$ cat config.mk
export PLATFORM = sky130hd
export DESIGN_NAME = div_sequencer
export DESIGN_NICKNAME = d
export VERILOG_FILES = /design/src/rtl/div_sequencer.sv
export SDC_FILE = /design/constraint.sdc
export NUM_CORES = 1
export LEC_CHECK = 0
export BUFFER_PORTS_ARGS = -buffer_cell sky130_fd_sc_hd__clkbuf_2
export CAP_MARGIN = 20
export CORE_MARGIN = 10
export CORE_UTILIZATION = 59
export DETAILED_ROUTE_END_ITERATION = 7
export GPL_TIMING_DRIVEN = 0
export PLACE_DENSITY = 0.8
export RECOVER_POWER = 100
export SLEW_MARGIN = 20
export SYNTH_ARGS = -nofsm -noshare
export SYNTH_HDL_FRONTEND = slang
export SYNTH_SLANG_ARGS = --single-unit
$ cat constraint.sdc
create_clock -name clk -period 9.9 [get_ports clk]
set_clock_uncertainty 0.1 [all_clocks]
set_input_delay 1.98 -clock clk [delete_from_list [all_inputs] [get_ports clk]]
set_output_delay 1.98 -clock clk [all_outputs]
set_load 0.005 [all_outputs]
$ cat src/rtl/div_sequencer.sv
// Multi-cycle RV32M divide/remainder sequencer: radix-2 restoring division,
// one quotient bit per cycle, with early completion for divide-by-zero and signed overflow.
module div_sequencer #(
  parameter int XLEN = 32
) (
  input  logic            clk,
  input  logic            rst_n,
  input  logic            start,
  input  logic [2:0]      funct3,
  input  logic [XLEN-1:0] op_a,
  input  logic [XLEN-1:0] op_b,
  input  logic            flush,
  output logic            stall,
  output logic            busy,
  output logic            done,
  output logic [XLEN-1:0] result
);

  localparam int CW = $clog2(XLEN);
  localparam logic [XLEN-1:0] MIN_NEG = {1'b1, {(XLEN-1){1'b0}}};

  typedef enum logic [1:0] {IDLE, CALC, DONE} state_t;

  state_t          state_q, state_d;
  logic [CW-1:0]   cnt_q, cnt_d;
  logic [XLEN-1:0] quo_q, quo_d;
  logic [XLEN-1:0] rem_q, rem_d;
  logic [XLEN-1:0] dvs_q, dvs_d;
  logic [XLEN-1:0] result_q, result_d;
  logic            q_neg_q, q_neg_d;
  logic            r_neg_q, r_neg_d;
  logic            sel_rem_q, sel_rem_d;

  logic            accept;
  logic            is_signed;
  logic            a_neg, b_neg;
  logic [XLEN-1:0] a_mag, b_mag;
  logic            div_zero, overflow;
  logic [XLEN:0]   shifted, trial;
  logic [XLEN-1:0] q_final, r_final, final_res;

  always_comb begin
    accept    = (state_q == IDLE) && start && funct3[2] && !flush;
    is_signed = !funct3[0];
    a_neg     = is_signed && op_a[XLEN-1];
    b_neg     = is_signed && op_b[XLEN-1];
    a_mag     = a_neg ? ('0 - op_a) : op_a;
    b_mag     = b_neg ? ('0 - op_b) : op_b;
    div_zero  = (op_b == '0);
    overflow  = is_signed && (op_a == MIN_NEG) && (op_b == '1);
    // Partial remainder gets the dividend MSB; one extra bit keeps the borrow.
    shifted   = {rem_q, quo_q[XLEN-1]};
    trial     = shifted - {1'b0, dvs_q};
    q_final   = q_neg_q ? ('0 - quo_q) : quo_q;
    r_final   = r_neg_q ? ('0 - rem_q) : rem_q;
    final_res = sel_rem_q ? r_final : q_final;
  end

  always_comb begin
    state_d   = state_q;
    cnt_d     = cnt_q;
    quo_d     = quo_q;
    rem_d     = rem_q;
    dvs_d     = dvs_q;
    result_d  = result_q;
    q_neg_d   = q_neg_q;
    r_neg_d   = r_neg_q;
    sel_rem_d = sel_rem_q;
    stall     = 1'b0;
    done      = 1'b0;
    busy      = (state_q != IDLE);
    result    = result_q;

    case (state_q)
      IDLE: begin
        if (accept) begin
          stall     = 1'b1;
          sel_rem_d = funct3[1];
          cnt_d     = CW'(XLEN - 1);
          if (div_zero) begin
            quo_d   = '1;
            rem_d   = op_a;
            q_neg_d = 1'b0;
            r_neg_d = 1'b0;
            state_d = DONE;
          end else if (overflow) begin
            quo_d   = MIN_NEG;
            rem_d   = '0;
            q_neg_d = 1'b0;
            r_neg_d = 1'b0;
            state_d = DONE;
          end else begin
            quo_d   = a_mag;
            rem_d   = '0;
            dvs_d   = b_mag;
            q_neg_d = a_neg ^ b_neg;
            r_neg_d = a_neg;
            state_d = CALC;
          end
        end
      end
      CALC: begin
        if (flush) begin
          state_d = IDLE;
        end else begin
          stall = 1'b1;
          cnt_d = cnt_q - CW'(1);
          if (!trial[XLEN]) begin
            rem_d = trial[XLEN-1:0];
            quo_d = {quo_q[XLEN-2:0], 1'b1};
          end else begin
            rem_d = shifted[XLEN-1:0];
            quo_d = {quo_q[XLEN-2:0], 1'b0};
          end
          if (cnt_q == '0) state_d = DONE;
        end
      end
      DONE: begin
        state_d = IDLE;
        if (!flush) begin
          done     = 1'b1;
          result   = final_res;
          result_d = final_res;
        end
      end
      default: state_d = IDLE;
    endcase
  end

  always_ff @(posedge clk or negedge rst_n) begin
    if (!rst_n) begin
      state_q   <= IDLE;
      cnt_q     <= '0;
      quo_q     <= '0;
      rem_q     <= '0;
      dvs_q     <= '0;
      result_q  <= '0;
      q_neg_q   <= 1'b0;
      r_neg_q   <= 1'b0;
      sel_rem_q <= 1'b0;
    end else begin
      state_q   <= state_d;
      cnt_q     <= cnt_d;
      quo_q     <= quo_d;
      rem_q     <= rem_d;
      dvs_q     <= dvs_d;
      result_q  <= result_d;
      q_neg_q   <= q_neg_d;
      r_neg_q   <= r_neg_d;
      sel_rem_q <= sel_rem_d;
    end
  end

endmodule

==> results of run 1 <==
-- through the flow --
step                utilization  hold WS, ns  area (um^2)
finish                    0.677        0.377        12200
global route              0.677        0.406        12200
CTS                       0.682        0.379        12300
detailed placement        0.647        0.362        11700
global placement          0.645        0.358        11600
floorplan                     -        0.358        10800
-- synth_stat cells, types with 22 or more instances --
cell / instances / share of area
nand2_1: 149 / 0.052
nor2_1: 147 / 0.051
dfrtp_1: 138 / 0.32
o21ai_0: 116 / 0.054
a21oi_1: 100 / 0.046
xnor2_1: 82 / 0.066
clkbuf_1: 70 / 0.024
xor2_1: 65 / 0.053
inv_1: 55 / 0.019
ha_1: 39 / 0.045
o21ai_1: 39 / 0.018
o31ai_1: 27 / 0.019
a221oi_1: 25 / 0.020
nand3_1: 24 / 0.011
o211ai_1: 22 / 0.015
-- sequential cells by signal (all words and copies together), names as in the netlist --
| signal | cells |
|---|---|
| state_q | 2 |
| r_neg_q | 1 |
| result_q | 32 |
| quo_q | 32 |
| cnt_q | 5 |
| sel_rem_q | 1 |
| dvs_q | 32 |
| q_neg_q | 1 |
| rem_q | 32 |
-- report_power, final --
part           internal, W  leakage, nW  total, W  switching, W
clock             0.000440        0.308  0.000689      0.000249
combinational     0.000528         2.95   0.00128      0.000755
sequential        0.000675         1.70  0.000852      0.000177
-- how the worst max path moves through the flow --
stage / slack (ns) / end / from
2_1_floorplan: 4.91 / result[29] / quo_q[6]
3_3_place_gp: 4.06 / stall / flush
3_5_place_dp: 4.01 / stall / flush
4_1_cts: 3.99 / stall / flush
5_1_grt: 3.70 / stall / flush
6_report: 3.83 / stall / flush
-- kinds of logic (layout without fill, tap and decap cells) --
kind of cell	after synthesis	in the layout	synth area share
compound gates	414	414	0.239
xor+xnor	147	147	0.119
fa+ha+maj	40	40	0.0470
buf+inv	132	269	0.0463
flops	138	138	0.319
mux	31	31	0.0311
other cells	0	2	0
simple gates	455	455	0.198
-- layout by cell type, fill, tap and decap left out, types with 15 or more instances in the layout --
| cell | count |
|---|---|
| nor4_1 | 19 |
| a221oi_1 | 25 |
| nand2b_1 | 20 |
| clkbuf_2 | 68 |
| nor2_1 | 148 |
| xnor2_1 | 82 |
| a21oi_1 | 100 |
| o211ai_1 | 22 |
| clkbuf_1 | 110 |
| ha_1 | 39 |
| o21ai_0 | 148 |
| mux2_2 | 19 |
| o41ai_1 | 15 |
| o31ai_1 | 29 |
| nor3_1 | 20 |
| nand2_1 | 149 |
| dfrtp_1 | 138 |
| clkbuf_16 | 17 |
| xor2_1 | 65 |
| inv_1 | 56 |
| nand3_1 | 24 |
-- area by class of cell --
type | instances | area, um^2
diodes | 2 | 5.00
plain buffers | 76 | 287
clock buffers | 20 | 467
clock inverters | 11 | 168
fillers | 1588 | 5820
inverters | 56 | 210
multi-input cells | 1087 | 6820
flip-flops and latches | 138 | 3450
well taps | 229 | 287
repair buffers | 106 | 507
-- critical path, cell delays in order --
cell,delay (ns)
clkbuf_1,0.12
nor2_1,0.52
nor2_1,0.31
inv_1,0.33
clkbuf_1,0.53
clkbuf_1,0.18
-- metal layers --
| layer | vias to the layer above | wire length (um) | global-route usage |
|---|---|---|---|
| met5 | - | 0 | 0 |
| met4 | 0 | 1340 | 0.138 |
| met3 | 90 | 2210 | 0.0474 |
| met2 | 439 | 15700 | 0.448 |
| met1 | 4929 | 14100 | 0.337 |
| li1 | 5136 | - | - |
==> metrics.md, run 1 <==
| Metric | Value |
|---|---|
| Mapped Cells | 1357 |
| Area Growth Syn to Fin | 12.8% |
| Hold Fails Final Rpt | 0 |
| Failing checks | max-capacitance violations, max-slew violations |
| Max cap viols | 1 |
| DR vias | 10600 |
| Core area | 0.0180 mm^2 |
| Root Buffer | clkbuf_16 |
| Syn Nets | 1468 |
| Setup TNS | 0 ns |
| Worst r2r src | quo_q[31] |
| Largest net degree at the start of global routing | 88 |
| Cell Count Post-Placement | 1692 |
| R2r endpoint | rem_q[4] |
| Relative slew slack | -0.882 |
| Worst hold path startpoint | result_q[22] |
| Final routed DRC violation total | 0 |
| Share of cells above drive strength 1 | 0.0897 |
| Reg clk slew, reported paths | 0.06 ns |
| Die height | 155 um |
| Sequential area share after synthesis | 0.319 |
| Vias per cell | 6.14 |
| Worst EP arrival | 3.99 ns |
| Total clock sinks | 138 |
| Total power | 0.00282 W |
| PD cells | 231 mW/mm^2 |
| #FFs+latches synth | 138 |
| Worst min path class | reg -> reg |
| Total Wirelength | 33300 um |
| Clock Latency Late Sink | 0.43 ns |
| Worst Setup Path Type | in -> out |
| Ports | 106 |
| Req. time, crit path | 7.82 ns |
| First-pass GRT wire length | 53500 um |
| Ys Warns | 0 |
| Routed wire per std cell | 19.3 um |
| Post-synth ARST share | 1.00 |
| Hold_buf cts | 0 |
| Crit-path max FO | 10 |
| R2R cell count | 13 |
| Status | finished, violations left |
| Crit. End Element | primary output |
| GRT Total Usage | 0.273 |
| RSZ-0062 raised after global routing | no |
| Fin cells | 1725 |
| Reg2Reg Setup Slack | 5.45 ns |
| CTS Buf Count | 17 |
| DRT antenna net count | 0 |
| Mapped Area | 0.0108 mm^2 |
| Final Setup Violations | 0 |
| Fin crit period | 6.07 ns |
| Die footprint | 0.0241 mm^2 |
| Vias in the first global route | 10600 |
| Place WS | 4.01 ns |
| Netlist cell types | 73 |
| DR iter-0 viols | 1092 |
| WHS Endpoint | result_q[22] |
| WHS Path Cells | 2 |
| Final WS setup | 3.83 ns |
| Worst Tran Pin Value | 2.82 ns |
| Die X | 155 um |
| Top_reg_cell synth | dfrtp_1 |
| Total gr overflow | 0 |
| DRT Pass-1 Iters | 5 |
| Final Cycle Share | 0.613 |
| Final-report max-slew violation count | 52 |
| Cell Rows | 49 |
| Post-DP HPWL | 26700 um |
| Fin nets | 1593 |
| Initial Utilization | 0.600 |
| CP startpoint kind | input port |
| Avg Inst Size Synth | 7.97 um^2 |
| Post-synth EDFFs | 0 |
| CTS tree | done |
| Lkg Pwr | 4.95 nW |
| H-tree levels | 4 |
| Post-CTS resize count | 0 |
| Routability cong. | 0.956 |
| VDD IR-drop max | 0.107 mV |
| Clock buffer depth | 2 |
| Initial antenna violation count | 2 |
| Port bufs | 105 |
| Max Fclk | 165 MHz |
| Post-CTS setup buffers | 0 |
Note: power is estimated with default switching activity, not from simulation.
==> run 2: changes to the inputs <==
==> constraint.sdc (replaced) <==
create_clock -name clk -period 6.2 [get_ports clk]
set_clock_uncertainty 0.1 [all_clocks]
set_input_delay 1.24 -clock clk [delete_from_list [all_inputs] [get_ports clk]]
set_output_delay 1.24 -clock clk [all_outputs]
set_load 0.005 [all_outputs]
==> metrics.md, run 2 (synthesis gave the netlist of run 1 again) <==
| Metric | Value |
|---|---|
| First-pass GRT wire length | 53500 um (about the same) |
| CP startpoint | quo_q[5] (was flush) |
| Post-CTS resize count | 0 (unchanged) |
| GRT Total Usage | 0.272 (was 0.273) |
| Worst min path class | reg -> reg (unchanged) |
| Vias per cell | 6.16 (was 6.14) |
| Die footprint | 0.0241 mm^2 (unchanged) |
| Register share of total power | 0.302 (about the same) |
| Initial antenna violation count | 2 (unchanged) |
| Fin nets | 1593 (unchanged) |
| Crit. End Element | primary output (unchanged) |
| Setup crit end | result[29] (was stall) |
| R2r endpoint | rem_q[4] (unchanged) |
| Hold Fails Final Rpt | 0 (unchanged) |
| Routed wire per std cell | 19.3 um (about the same) |
| Worst EP arrival | 4.01 ns (was 3.99 ns) |
| VDD IR-drop max | 0.172 mV (was 0.107 mV) |
| DR iter-0 viols | 996 (was 1092) |
| Final Cycle Share | 0.864 |
| Post-DP HPWL | 26700 um (unchanged) |
| CP startpoint kind | register (was input port) |
| Post-CTS setup buffers | 0 (unchanged) |
| Worst Setup Path Type | reg -> out (was in -> out) |
| Total gr overflow | 0 (unchanged) |
| Clock Latency Late Sink | 0.43 ns (about the same) |
| CTS Buf Count | 17 (unchanged) |
| Commonest cells after routing, fill and taps aside | nand2_1, nor2_1, o21ai_0 (unchanged) |
| Footprint of the multi-input gates | 0.00682 mm^2 (about the same) |
| Lkg Pwr | 4.95 nW (about the same) |
| Fin crit period | 5.35 ns |
| Clock buffer depth | 2 (unchanged) |
| Internal power | 0.00262 W (was 0.00164 W) |
| Initial Utilization | 0.600 (unchanged) |
| R2R cell count | 13 (unchanged) |
| H-tree levels | 4 (unchanged) |
| Hold_buf cts | 0 (unchanged) |
| CTS tree | done (unchanged) |
| Clock power share | 0.244 (about the same) |
| Fill cell count | 1589 (was 1588) |
| Combinational Power Share | 0.455 (was 0.454) |
| Reg2Reg Setup Slack | 1.72 ns (was 5.45 ns) |
| DRT Pass-1 Iters | 6 (was 5) |
| Req. time, crit path | 4.86 ns (was 7.82 ns) |
| Final WS setup | 0.845 ns (was 3.83 ns) |
| Cell Rows | 49 (unchanged) |
| Worst r2r src | quo_q[31] (unchanged) |
| Die X | 155 um (unchanged) |
| Final routed DRC violation total | 0 (unchanged) |
| FF+latch area | 0.00345 mm^2 (unchanged) |
| Sw power | 0.00188 W (was 0.00118 W) |
| Relative slew slack | -0.879 (was -0.882) |
| Routability cong. | 0.956 (unchanged) |
| Port bufs | 105 (unchanged) |
| Sw Ratio | 0.418 (about the same) |
| Max cap viols | 1 (unchanged) |
| Largest net degree at the start of global routing | 88 (unchanged) |
| Setup TNS | 0 ns (unchanged) |
| DRT antenna net count | 0 (unchanged) |
| Reg clk slew, reported paths | 0.06 ns (about the same) |
| RSZ-0062 raised after global routing | no (unchanged) |
| Root Buffer | clkbuf_16 (unchanged) |
| Max Fclk | 187 MHz |
| Final-report max-slew violation count | 52 (unchanged) |
| PD cells | 369 mW/mm^2 (was 231 mW/mm^2) |
| Share of cells above drive strength 1 | 0.0884 (was 0.0897) |
| Final Setup Violations | 0 (unchanged) |
| Area Growth Syn to Fin | 12.8% (about the same) |
| Place WS | 1.44 ns (was 4.01 ns) |
| Failing checks | max-capacitance violations, max-slew violations (unchanged) |
| Die height | 155 um (unchanged) |
| DR vias | 10600 (about the same) |
| Ports | 106 (unchanged) |
| Crit-path max FO | 5 (was 10) |
| Total Wirelength | 33300 um (about the same) |
| Total clock sinks | 138 (unchanged) |
| Core area | 0.0180 mm^2 (unchanged) |
| Worst Tran Pin Value | 2.82 ns (about the same) |
| Status | finished, violations left (unchanged) |
| Most common cell after layout, fill and taps aside | nand2_1 (unchanged) |
| Vias in the first global route | 10600 (about the same) |
-- run 2: stage by stage --
step	util	cells	instance area [um^2]	total power, W	hold WS (ns)
global placement	0.645	1691	11600	0.00334	0.358
detailed placement	0.647	1692	11700	0.00337	0.362
global route	0.677	1723	12200	0.00480	0.405
finish	0.677	1725	12200	0.00451	0.379
floorplan	-	1357	10800	0.00280	0.358
CTS	0.682	1723	12300	0.00448	0.379
-- run 2: cell type report --
cell class | instances | area share
diodes | 2 | 0.000410
plain buffers | 76 | 0.0235
clock buffers | 20 | 0.0383
clock inverters | 11 | 0.0137
inverters | 56 | 0.0172
multi-input cells | 1087 | 0.559
flip-flops and latches | 138 | 0.283
well taps | 229 | 0.0235
repair buffers | 106 | 0.0414
-- run 2: layer usage --
| metal | global-route usage | up-vias | share of wire |
|---|---|---|---|
| met1 | 0.337 | 4931 | 0.42 |
| li1 | - | 5145 | - |
| met5 | 0 | - | 0 |
| met4 | 0.138 | 0 | 0.043 |
| met3 | 0.0474 | 104 | 0.068 |
| met2 | 0.448 | 448 | 0.47 |
-- run 2: power groups by stage --
stage / sequential [W] / clock, W / combinational [W]
after floorplan: 0.00125 / 0 / 0.00154
after global placement: 0.00135 / 0 / 0.00199
after detailed placement: 0.00136 / 0 / 0.00201
after CTS: 0.00134 / 0.00110 / 0.00204
after global routing: 0.00138 / 0.00114 / 0.00229
final: 0.00136 / 0.00110 / 0.00205
-- run 2: worst max-delay path, stage by stage (launching register included) --
cell and delay [ns]:
dfrtp_1 0.44, or4_1 0.56, or3_1 0.40, or4_1 0.63, or3_1 0.39, or2_0 0.32
o31ai_1 0.31, xor2_1 0.13, o221ai_1 0.24, clkbuf_2 0.16
-- run 2: how the worst min path moves through the flow --
stage / start / endpoint / slack (ns) / cells past startpoint
final: result_q[22] / result_q[22] / 0.38 / 2
after global routing: result_q[31] / result_q[31] / 0.41 / 2
after CTS: result_q[22] / result_q[22] / 0.38 / 2
after detailed placement: result_q[31] / result_q[31] / 0.36 / 2
after global placement: result_q[22] / result_q[22] / 0.36 / 2
after floorplan: result_q[31] / result_q[31] / 0.36 / 2
==> run 3: changes to the inputs <==
--- a/config.mk
+++ b/config.mk
@@ -7,12 +7,13 @@
 export LEC_CHECK = 0
 export BUFFER_PORTS_ARGS = -buffer_cell sky130_fd_sc_hd__clkbuf_2
 export CAP_MARGIN = 20
+export CELL_PAD_IN_SITES_DETAIL_PLACEMENT = 1
+export CELL_PAD_IN_SITES_GLOBAL_PLACEMENT = 1
 export CORE_MARGIN = 10
-export CORE_UTILIZATION = 59
+export CORE_UTILIZATION = 45
 export DETAILED_ROUTE_END_ITERATION = 7
 export GPL_TIMING_DRIVEN = 0
-export PLACE_DENSITY = 0.8
-export RECOVER_POWER = 100
+export PLACE_DENSITY_LB_ADDON = 0.1
 export SLEW_MARGIN = 20
 export SYNTH_ARGS = -nofsm -noshare
 export SYNTH_HDL_FRONTEND = slang
==> metrics.md, run 3 (synthesis gave the netlist of run 1 again) <==
| Metric | Value |
|---|---|
| Setup TNS | 0 ns (unchanged) |
| Met2 routed WL | 19200 um (was 15700 um) |
| CTS tree | done (unchanged) |
| Root Buffer | clkbuf_16 (unchanged) |
| R2R cell count | 13 (unchanged) |
| Final routed DRC violation total | 0 (unchanged) |
| Core area | 0.0235 mm^2 (was 0.0180 mm^2) |
| RSZ-0062 raised after global routing | no (unchanged) |
| Cell Count Post-Placement | 1782 (was 1692) |
| Worst min path class | reg -> reg (unchanged) |
| Top cell family by delay on the critical path | simple AND/OR/NAND/NOR gates (unchanged) |
| Max Used Layer | met4 (unchanged) |
| Final Cycle Share | 0.825 (was 0.864) |
| Area Growth Syn to Fin | 14.3% (was 12.8%) |
| Post-CTS setup buffers | 0 (unchanged) |
| Crit-path cells | or4_4 -> or4b_4 -> or4_1 -> nand2b_4 -> or3_4 -> nand2_1 -> xor2_1 -> a21o_1 -> o21ai_1 -> clkbuf_2 (was or4_1 -> or3_1 -> or4_1 -> or3_1 -> or2_0 -> o31ai_1 -> xor2_1 -> o221ai_1 -> clkbuf_2) |
| Die X | 175 um (was 155 um) |
| CTS Buf Count | 17 (unchanged) |
| GRT Total Usage | 0.246 (was 0.272) |
| Critical Path Max Stage Delay | 0.60 ns (was 0.63 ns) |
| Hold_buf cts | 0 (unchanged) |
| Final-report max-slew violation count | 0 (was 52) |
| Final Setup Violations | 0 (unchanged) |
| Post-DP HPWL | 30800 um (was 26700 um) |
| PD cells | 364 mW/mm^2 (was 369 mW/mm^2) |
| Total clock sinks | 138 (unchanged) |
| Largest net degree at the start of global routing | 78 (was 88) |
| DRT Pass-1 Iters | 5 (was 6) |
| Worst Setup Path Type | reg -> out (unchanged) |
| Port bufs | 105 (unchanged) |
| Routed wire per std cell | 21.2 um (was 19.3 um) |
| DR vias | 10700 (was 10600) |
| Status | finished, final reports clean (was finished, violations left) |
| Share of cells above drive strength 1 | 0.122 (was 0.0884) |
| Crit-path max FO | 5 (unchanged) |
| DRT met1 WL | 16600 um (was 13900 um) |
| Most common cell after layout, fill and taps aside | nand2_1 (unchanged) |
| Relative slew slack | 0.331 (was -0.879) |
| Cell Rows | 56 (was 49) |
| Total gr overflow | 0 (unchanged) |
| WHS Path Cells | 2 (unchanged) |
| Crit path buf inv count | 1 (unchanged) |
| Req. time, crit path | 4.86 ns (about the same) |
| First-pass GRT wire length | 60900 um (was 53500 um) |
| Clock buffer depth | 2 (unchanged) |
| Total power | 0.00449 W (was 0.00451 W) |
| Ports | 106 (unchanged) |
| Number of cells on the critical path | 10 (was 9) |
| Reg clk slew, reported paths | 0.06 ns (about the same) |
| Hold Fails Final Rpt | 0 (unchanged) |
| Fin cells | 1816 (was 1725) |
| Clock Latency Late Sink | 0.43 ns (about the same) |
| Vias per cell | 5.90 (was 6.16) |
| DRT antenna net count | 0 (unchanged) |
| Fin nets | 1593 (unchanged) |
| WL met3 | 1620 um (was 2270 um) |
| Vias in the first global route | 11200 (was 10600) |
| Lkg Pwr | 5.08 nW (was 4.95 nW) |
| Die footprint | 0.0306 mm^2 (was 0.0241 mm^2) |
| Total Wirelength | 38500 um (was 33300 um) |
| H-tree levels | 4 (unchanged) |
| Worst Tran Pin Value | 0.990 ns (was 2.82 ns) |
| Commonest cells after routing, fill and taps aside | nand2_1, nor2_1, dfrtp_1 (was nand2_1, nor2_1, o21ai_0) |
| CP max stage cell | or4_4 (was or4_1) |
| Fin crit period | 5.11 ns (was 5.35 ns) |
| Routability cong. | 0.938 (was 0.956) |
| CP startpoint kind | register (unchanged) |
| Die height | 175 um (was 155 um) |
| Worst EP arrival | 3.77 ns (was 4.01 ns) |
| Initial Utilization | 0.459 (was 0.600) |
| Crit. End Element | primary output (unchanged) |
| Initial antenna violation count | 2 (unchanged) |
| DR iter-0 viols | 714 (was 996) |
| Post-CTS resize count | 0 (unchanged) |
| VDD IR-drop max | 0.173 mV (was 0.172 mV) |
| Max Fclk | 196 MHz (was 187 MHz) |
| Max cap viols | 0 (was 1) |
## run 3: cell count changes in the layout (fill, tap and decap cells not counted), sizes merged
cell,change
buf,+3
clkbuf,+3
bufinv,-3
clkinv,-1
inv,-1
## run 3: power by group
| group | switching (W) | total (W) | internal, W |
|---|---|---|---|
| clock | 0.000397 | 0.00101 | 0.000615 |
| combinational | 0.00125 | 0.00210 | 0.000852 |
| sequential | 0.000303 | 0.00138 | 0.00108 |
## run 3: through the flow
stage	util	cell area, um^2	hold slack, ns	setup WS (ns)
floorplan	-	10800	0.358	1.95
global placement	0.499	11700	0.358	1.34
detailed placement	0.500	11800	0.362	1.22
CTS	0.525	12400	0.379	1.10
global route	0.525	12400	0.422	0.994
finish	0.525	12400	0.376	1.09
## run 3: layout make-up
type | count | area, um^2
Tap cell | 319 | 399
Clock buffer | 26 | 519
Antenna cell | 2 | 5.00
Buffer | 76 | 290
Timing Repair Buffer | 106 | 562
Clock inverter | 6 | 60.1
Fill cell | 2994 | 11200
Multi-Input combinational cell | 1087 | 6860
Inverter | 56 | 210
Sequential cell | 138 | 3450
## run 3: worst register-to-register path, delay by kind of cell (launching register included)
kind	cells	cell delay [ns]
mux	1	0.42
flops	1	0.36
fa+ha+maj	2	0.47
compound gates	5	1.76
simple gates	2	0.23
xor+xnor	1	0.32
buf+inv	2	0.73
## run 3: routing by layer
layer / track usage / vias to the layer above
met5: 0 / -
met4: 0.0904 / 0
met3: 0.0300 / 50
met2: 0.436 / 271
met1: 0.298 / 5267
li1: - / 5125
## run 3: worst paths after layout
kind	from	to	slack, ns
setup / recovery	rem_q[17]	result[27]	1.09
hold reg to reg	result_q[22]	result_q[22]	0.38
max in group asynchronous	rst_n	rem_q[23]	4.50
hold / removal	result_q[22]	result_q[22]	0.38
setup reg to reg	quo_q[31]	rem_q[12]	1.69
min in group asynchronous	rst_n	result_q[6]	0.73
